`src/rtl/imem_loader.sv`:
```
// imem_loader: packs a big-endian byte stream into 32-bit words and writes them to
// instruction memory at word addresses 0,1,2,... Optional XOR checksum: IMEM_LOADER_CHECKSUM_EN.
module imem_loader #(
  parameter int ADDR_W = 8
) (
  input  logic              clk,
  input  logic              reset,
  input  logic              i_start,
  input  logic [ADDR_W:0]   i_num_words,
  input  logic              i_byte_valid,
  input  logic [7:0]        i_byte,
  output logic              o_byte_ready,
  output logic              o_mem_we,
  output logic [ADDR_W-1:0] o_mem_addr,
  output logic [31:0]       o_mem_wdata,
  output logic              o_busy,
  output logic              o_done,
  output logic [ADDR_W:0]   o_word_count,
  output logic [31:0]       o_checksum
);

  typedef enum logic [1:0] {
    ST_IDLE  = 2'd0,
    ST_LOAD  = 2'd1,
    ST_WRITE = 2'd2,
    ST_DONE  = 2'd3
  } state_e;

  localparam logic [ADDR_W:0]   MAX_WORDS = {1'b1, {ADDR_W{1'b0}}};
  localparam logic [ADDR_W:0]   CNT_ZERO  = {(ADDR_W+1){1'b0}};
  localparam logic [ADDR_W:0]   CNT_ONE   = (ADDR_W+1)'(1);
  localparam logic [ADDR_W-1:0] ADDR_ZERO = {ADDR_W{1'b0}};
  localparam logic [ADDR_W-1:0] ADDR_ONE  = ADDR_W'(1);

  state_e            state_q;
  logic [ADDR_W-1:0] addr_q;
  logic [1:0]        idx_q;
  logic [31:0]       word_q;
  logic [ADDR_W:0]   count_q;
  logic [ADDR_W:0]   target_q;
  logic              ready_q;
  logic              we_q;
  logic [ADDR_W-1:0] mem_addr_q;
  logic [31:0]       wdata_q;
  logic              busy_q;
  logic              done_q;

  logic [ADDR_W:0]   target_d;
  logic [ADDR_W:0]   count_d;
  logic [31:0]       word_d;
  logic              byte_acc_s;

`ifdef IMEM_LOADER_CHECKSUM_EN
  logic [31:0] checksum_q;

  function automatic logic [31:0] xor_accumulate(input logic [31:0] acc, input logic [31:0] word);
    return acc ^ word;
  endfunction
`endif

  // Clamped word target, next count and the word with the incoming byte merged in.
  always_comb begin
    target_d   = i_num_words;
    count_d    = count_q + CNT_ONE;
    word_d     = word_q;
    byte_acc_s = i_byte_valid & ready_q;
    if (i_num_words > MAX_WORDS) begin
      target_d = MAX_WORDS;
    end else begin
      target_d = i_num_words;
    end
    case (idx_q)
      2'd0:    word_d[31:24] = i_byte;
      2'd1:    word_d[23:16] = i_byte;
      2'd2:    word_d[15:8]  = i_byte;
      2'd3:    word_d[7:0]   = i_byte;
      default: word_d        = word_q;
    endcase
  end

  // Loader FSM with all outputs held in registers.
  always_ff @(posedge clk or negedge reset) begin
    if (!reset) begin
      state_q    <= ST_IDLE;
      addr_q     <= ADDR_ZERO;
      idx_q      <= 2'd0;
      word_q     <= 32'h0;
      count_q    <= CNT_ZERO;
      target_q   <= CNT_ZERO;
      ready_q    <= 1'b0;
      we_q       <= 1'b0;
      mem_addr_q <= ADDR_ZERO;
      wdata_q    <= 32'h0;
      busy_q     <= 1'b0;
      done_q     <= 1'b0;
`ifdef IMEM_LOADER_CHECKSUM_EN
      checksum_q <= 32'h0;
`endif
    end else begin
      we_q <= 1'b0;
      case (state_q)
        ST_IDLE, ST_DONE: begin
          if (i_start) begin
            target_q <= target_d;
            addr_q   <= ADDR_ZERO;
            idx_q    <= 2'd0;
            count_q  <= CNT_ZERO;
`ifdef IMEM_LOADER_CHECKSUM_EN
            checksum_q <= 32'h0;
`endif
            if (target_d == CNT_ZERO) begin
              state_q <= ST_DONE;
              ready_q <= 1'b0;
              busy_q  <= 1'b0;
              done_q  <= 1'b1;
            end else begin
              state_q <= ST_LOAD;
              ready_q <= 1'b1;
              busy_q  <= 1'b1;
              done_q  <= 1'b0;
            end
          end
        end
        ST_LOAD: begin
          if (byte_acc_s) begin
            word_q <= word_d;
            idx_q  <= idx_q + 2'd1;
            // The fourth byte completes the word; issue the write straight from word_d.
            if (idx_q == 2'd3) begin
              state_q    <= ST_WRITE;
              ready_q    <= 1'b0;
              we_q       <= 1'b1;
              mem_addr_q <= addr_q;
              wdata_q    <= word_d;
            end
          end
        end
        ST_WRITE: begin
          addr_q  <= addr_q + ADDR_ONE;
          count_q <= count_d;
`ifdef IMEM_LOADER_CHECKSUM_EN
          checksum_q <= xor_accumulate(checksum_q, wdata_q);
`endif
          if (count_d == target_q) begin
            state_q <= ST_DONE;
            ready_q <= 1'b0;
            busy_q  <= 1'b0;
            done_q  <= 1'b1;
          end else begin
            state_q <= ST_LOAD;
            ready_q <= 1'b1;
            busy_q  <= 1'b1;
            done_q  <= 1'b0;
          end
        end
        default: begin
          state_q <= ST_IDLE;
          ready_q <= 1'b0;
          busy_q  <= 1'b0;
          done_q  <= 1'b0;
        end
      endcase
    end
  end

  assign o_byte_ready = ready_q;
  assign o_mem_we     = we_q;
  assign o_mem_addr   = mem_addr_q;
  assign o_mem_wdata  = wdata_q;
  assign o_busy       = busy_q;
  assign o_done       = done_q;
  assign o_word_count = count_q;

`ifdef IMEM_LOADER_CHECKSUM_EN
  assign o_checksum = checksum_q;
`else
  assign o_checksum = 32'h0;
`endif

endmodule

```
`config.mk`:
```
export PLATFORM = sky130hd
export DESIGN_NAME = imem_loader
export DESIGN_NICKNAME = d
export VERILOG_FILES = /design/src/rtl/imem_loader.sv
export SDC_FILE = /design/constraint.sdc
export NUM_CORES = 1
export LEC_CHECK = 0
export CAP_MARGIN = 20
export CELL_PAD_IN_SITES_DETAIL_PLACEMENT = 0
export CELL_PAD_IN_SITES_GLOBAL_PLACEMENT = 1
export CORE_ASPECT_RATIO = 0.7
export CORE_MARGIN = 3
export CORE_UTILIZATION = 35
export DETAILED_ROUTE_END_ITERATION = 6
export GPL_ROUTABILITY_DRIVEN = 0
export PLACE_DENSITY_LB_ADDON = 0.2
export SLEW_MARGIN = 20
export SYNTH_ARGS = -nofsm -noshare
export SYNTH_HDL_FRONTEND = slang
export SYNTH_SLANG_ARGS = --single-unit
```
`constraint.sdc`:
```
create_clock -name clk -period 1.9 [get_ports clk]
set_input_delay 0.38 -clock clk [delete_from_list [all_inputs] [get_ports clk]]
set_output_delay 0.38 -clock clk [all_outputs]
set_load 0.005 [all_outputs]
```
==> summary.txt <==
Run status
  – Status: finished with violations
  – Violated checks: negative setup slack

Synth
  – Ys async rst share: 1.000
  – Yosys warns: 0
  – Most instantiated library cell after synthesis: nand2_1
  – Sequential element share of the synthesized area: 0.5098
  – Top cells by area, synth: dfrtp_1, nand2_1, mux2_2, mux2i_1, o21ai_0
  – Yosys top cell area share: 0.5098
  – Yosys reg bits: 98
  – Synth area leader: dfrtp_1
  – Average cell area after synthesis: 10.09 µm²
  – Post-synth top cells: nand2_1, dfrtp_1, o21ai_0, buf_4, mux2_2
  – Netlist cell types: 45
  – Main flop type after synthesis: dfrtp_1
  – Cells after Synth: roughly 480
  – Post-synth EDFFs: 0
  – Synth Cell Area: 4811 µm²

STA
  – Final setup fails: 1
  – Max Clock Freq: 0.5229 GHz
  – Hold Fails Final Rpt: 0
  – Unrepaired setup endpoints after global routing: true
  – Clk_skew: 0.008037 ns
  – Final Slew Violations: 0
  – Final Critical Period: around 1.9 ns
  – Setup ws final: -0.01242 ns
  – Final worst-path cycle share: 1.007

Drt
  – Detailed Route WL: 11340 µm
  – Detailed Route Iter0 Violations: 231
  – Routed WL per cell: roughly 15 µm
  – Drt via density: approximately 4.7
  – Drt drc: 0
  – Antenna Nets Post-Route: 0
  – Total iterations of the first detailed-routing run: 4
  – DR vias: 3612

Worst hold path
  – Hold Crit Class: reg2reg

Clock network
  – Clock transition at path regs: 0.07 ns
  – CTS Root Cell: clkbuf_16
  – CTS sink cnt: between 90 and 100
  – H-Tree Depth: 3
  – TritonCTS Buffers: 9
  – Worst skew pair latency: 0.33 ns
  – CTS max path bufs: 2
  – TritonCTS clock tree: built

Global route
  – Vias in the first global route: around 3500
  – Initial antenna violation count: 0
  – First-pass GRT wire length: approximately 18000 µm
  – Total grt overflow: 0
  – Total track usage: 0.1488
  – Largest net degree at the start of global routing: 48

Layout
  – Layout net count: 609
  – Layout cell share with drive strength beyond 1: 0.1712
  – Diode count: 0
  – Area Growth Syn to Fin: 29.54%
  – # fillers: 1276

Placed design
  – PortBufs: 73
  – Worst slack at placement: -0.1160 ns
  – Hpwl dp: 8431 µm

Power
  – Max VDD drop: 0.5289 mV
  – P per Cell Area: 1208 nW/µm²
  – Pwr Total: 7.530 mW
  – Leak: around 2.9 nW

Flow run
  – Max-cap violations: 0

Setup path
  – Worst path max stage delay: between 0.4 and 0.5 ns
  – Worst Setup Path Type: reg2reg
  – WP data required: 2.12 ns
  – CP Capture Type: register
  – Startpoint Class: register
  – WP data arrival: 2.13 ns
  – Register-to-register setup slack: -0.01 ns
  – CP cell instances: ha_4 > a21o_1 > a311oi_2 > a31oi_1 > a221oi_2 > nand2_2 > a22o_1
  – Crit-path max FO: 6
  – Slowest CP cell: dfrtp_2

Die
  – Initial core utilization: 0.3614
  – Die height: 104.1 µm
  – Row cnt: 35
  – Die area: approximately 15000 µm²
  – Total core area: 13310 µm²
  – I/O pin count: roughly 110
  – Die W: between 100 and 150 µm
-- sequential cells by signal, summed over array words and instances, names as in the netlist --
name	count
o_word_count	9
target_q	9
o_mem_we	1
word_q	24
addr_q	8
o_busy	1
idx_q	2
o_mem_addr	8
o_mem_wdata	32
state_q	2
o_done	1
o_byte_ready	1
-- routing by layer --
| metal | GRT usage | vias up | routed length (µm) |
|---|---|---|---|
| met3 | 0.03789 | 10 | 669 |
| met2 | 0.2116 | 112 | 4826 |
| met1 | 0.2270 | 1727 | 5748 |
| li1 | - | 1763 | - |
| met4 | 0.03356 | 0 | 97 |
| met5 | 0 | - | 0 |
-- final cells by class --
| class | count | area [µm²] | share of cell area |
|---|---|---|---|
| Sequential cell | 98 | 2457 | 0.3943 |
| Multi-Input combinational cell | 346 | 2145 | 0.3441 |
| Timing Repair Buffer | 114 | 1092 | 0.1753 |
| Tap cell | 185 | 231.5 | 0.03714 |
| Clock buffer | 10 | 229.0 | 0.03674 |
| Clock inverter | 6 | 40.04 | 0.006424 |
| Inverter | 10 | 37.54 | 0.006023 |
-- path summary, 6_finish.rpt --
path,from,to,depth (start not counted)
min,o_mem_wdata[22],o_mem_wdata[22],2
max in group asynchronous,reset,o_word_count[4],3
min reg2reg,o_mem_wdata[22],o_mem_wdata[22],2
min in group asynchronous,reset,o_mem_wdata[0],2
max reg2reg,o_word_count[0],o_busy,7
max,o_word_count[0],o_busy,7
-- cell usage in the layout (no fill, tap or decap), types with 2 or more instances in the layout --
cell type and n:
nand2_1 100, dfrtp_1 94, clkdlybuf4s50_1 72, o21ai_0 48, buf_4 36, conb_1 32
mux2_2 26, mux2i_1 24, nor2_1 17, nand2b_1 10, inv_1 9, nand3_1 9
clkbuf_16 9, xor2_1 8, a22o_1 8, ha_1 8, xnor2_1 6, a21oi_1 5
nor4_1 5, nand4_1 4, dfrtp_2 4, buf_12 4, and3_1 3, nor3_1 3
a21o_1 3, clkinv_2 3, nand2_2 2, a32o_1 2, a22oi_1 2, inv_6 2
-- worst max-delay path: cells and delay by family (launching register included) --
kind,cells,cell delay (ns)
AND/OR/NAND/NOR,1,0.12
AO/OA/AOI/OAI,5,1.02
flip-flops,1,0.45
adder cells (fa/ha/maj),1,0.20
-- timing repair --
item	in CTS	in global routing
hold buffers	1	0
pin swaps	2	3
endpoints found under the setup margin	6	33
hold endpoints to repair	22	0
cloned	0	0
gates resized for setup	7	5
setup buffers	0	1
-- report_power, final --
group | total, mW | internal (mW) | switching (mW)
registers | 3.04 | 2.64 | 0.393
clock network | 1.66 | 0.891 | 0.773
logic | 2.83 | 1.49 | 1.34
total | 7.53 | 5.02 | 2.51
-- logic make-up (layout without fill, tap and decap cells) --
family | after synthesis | count (layout) | share of synthesized area
simple gates | 162 | 162 | 0.1488
compound gates | 77 | 77 | 0.1001
other cells | 1 | 32 | 0.0007795
fa+ha+maj | 9 | 9 | 0.02341
mux | 50 | 50 | 0.1108
buf+inv | 64 | 140 | 0.07724
flops | 98 | 98 | 0.5098
xor+xnor | 16 | 16 | 0.02913
-- through the flow --
step | hold slack [ns] | instance area (µm²) | cells | TNS [ns] | utilization
CTS | 0.4788 | 6205 | 768 | -0.01012 | 0.4661
global route | 0.5042 | 6232 | 769 | -0.4790 | 0.4681
floorplan | 0.08441 | 4932 | 508 | 0 | -
finish | 0.4775 | 6232 | 769 | -0.01242 | 0.4681
detailed placement | 0.3063 | 5899 | 751 | -0.2716 | 0.4431
global placement | 0.3091 | 5899 | 751 | -0.06588 | 0.4431
Note: power is estimated with default switching activity, not from simulation.
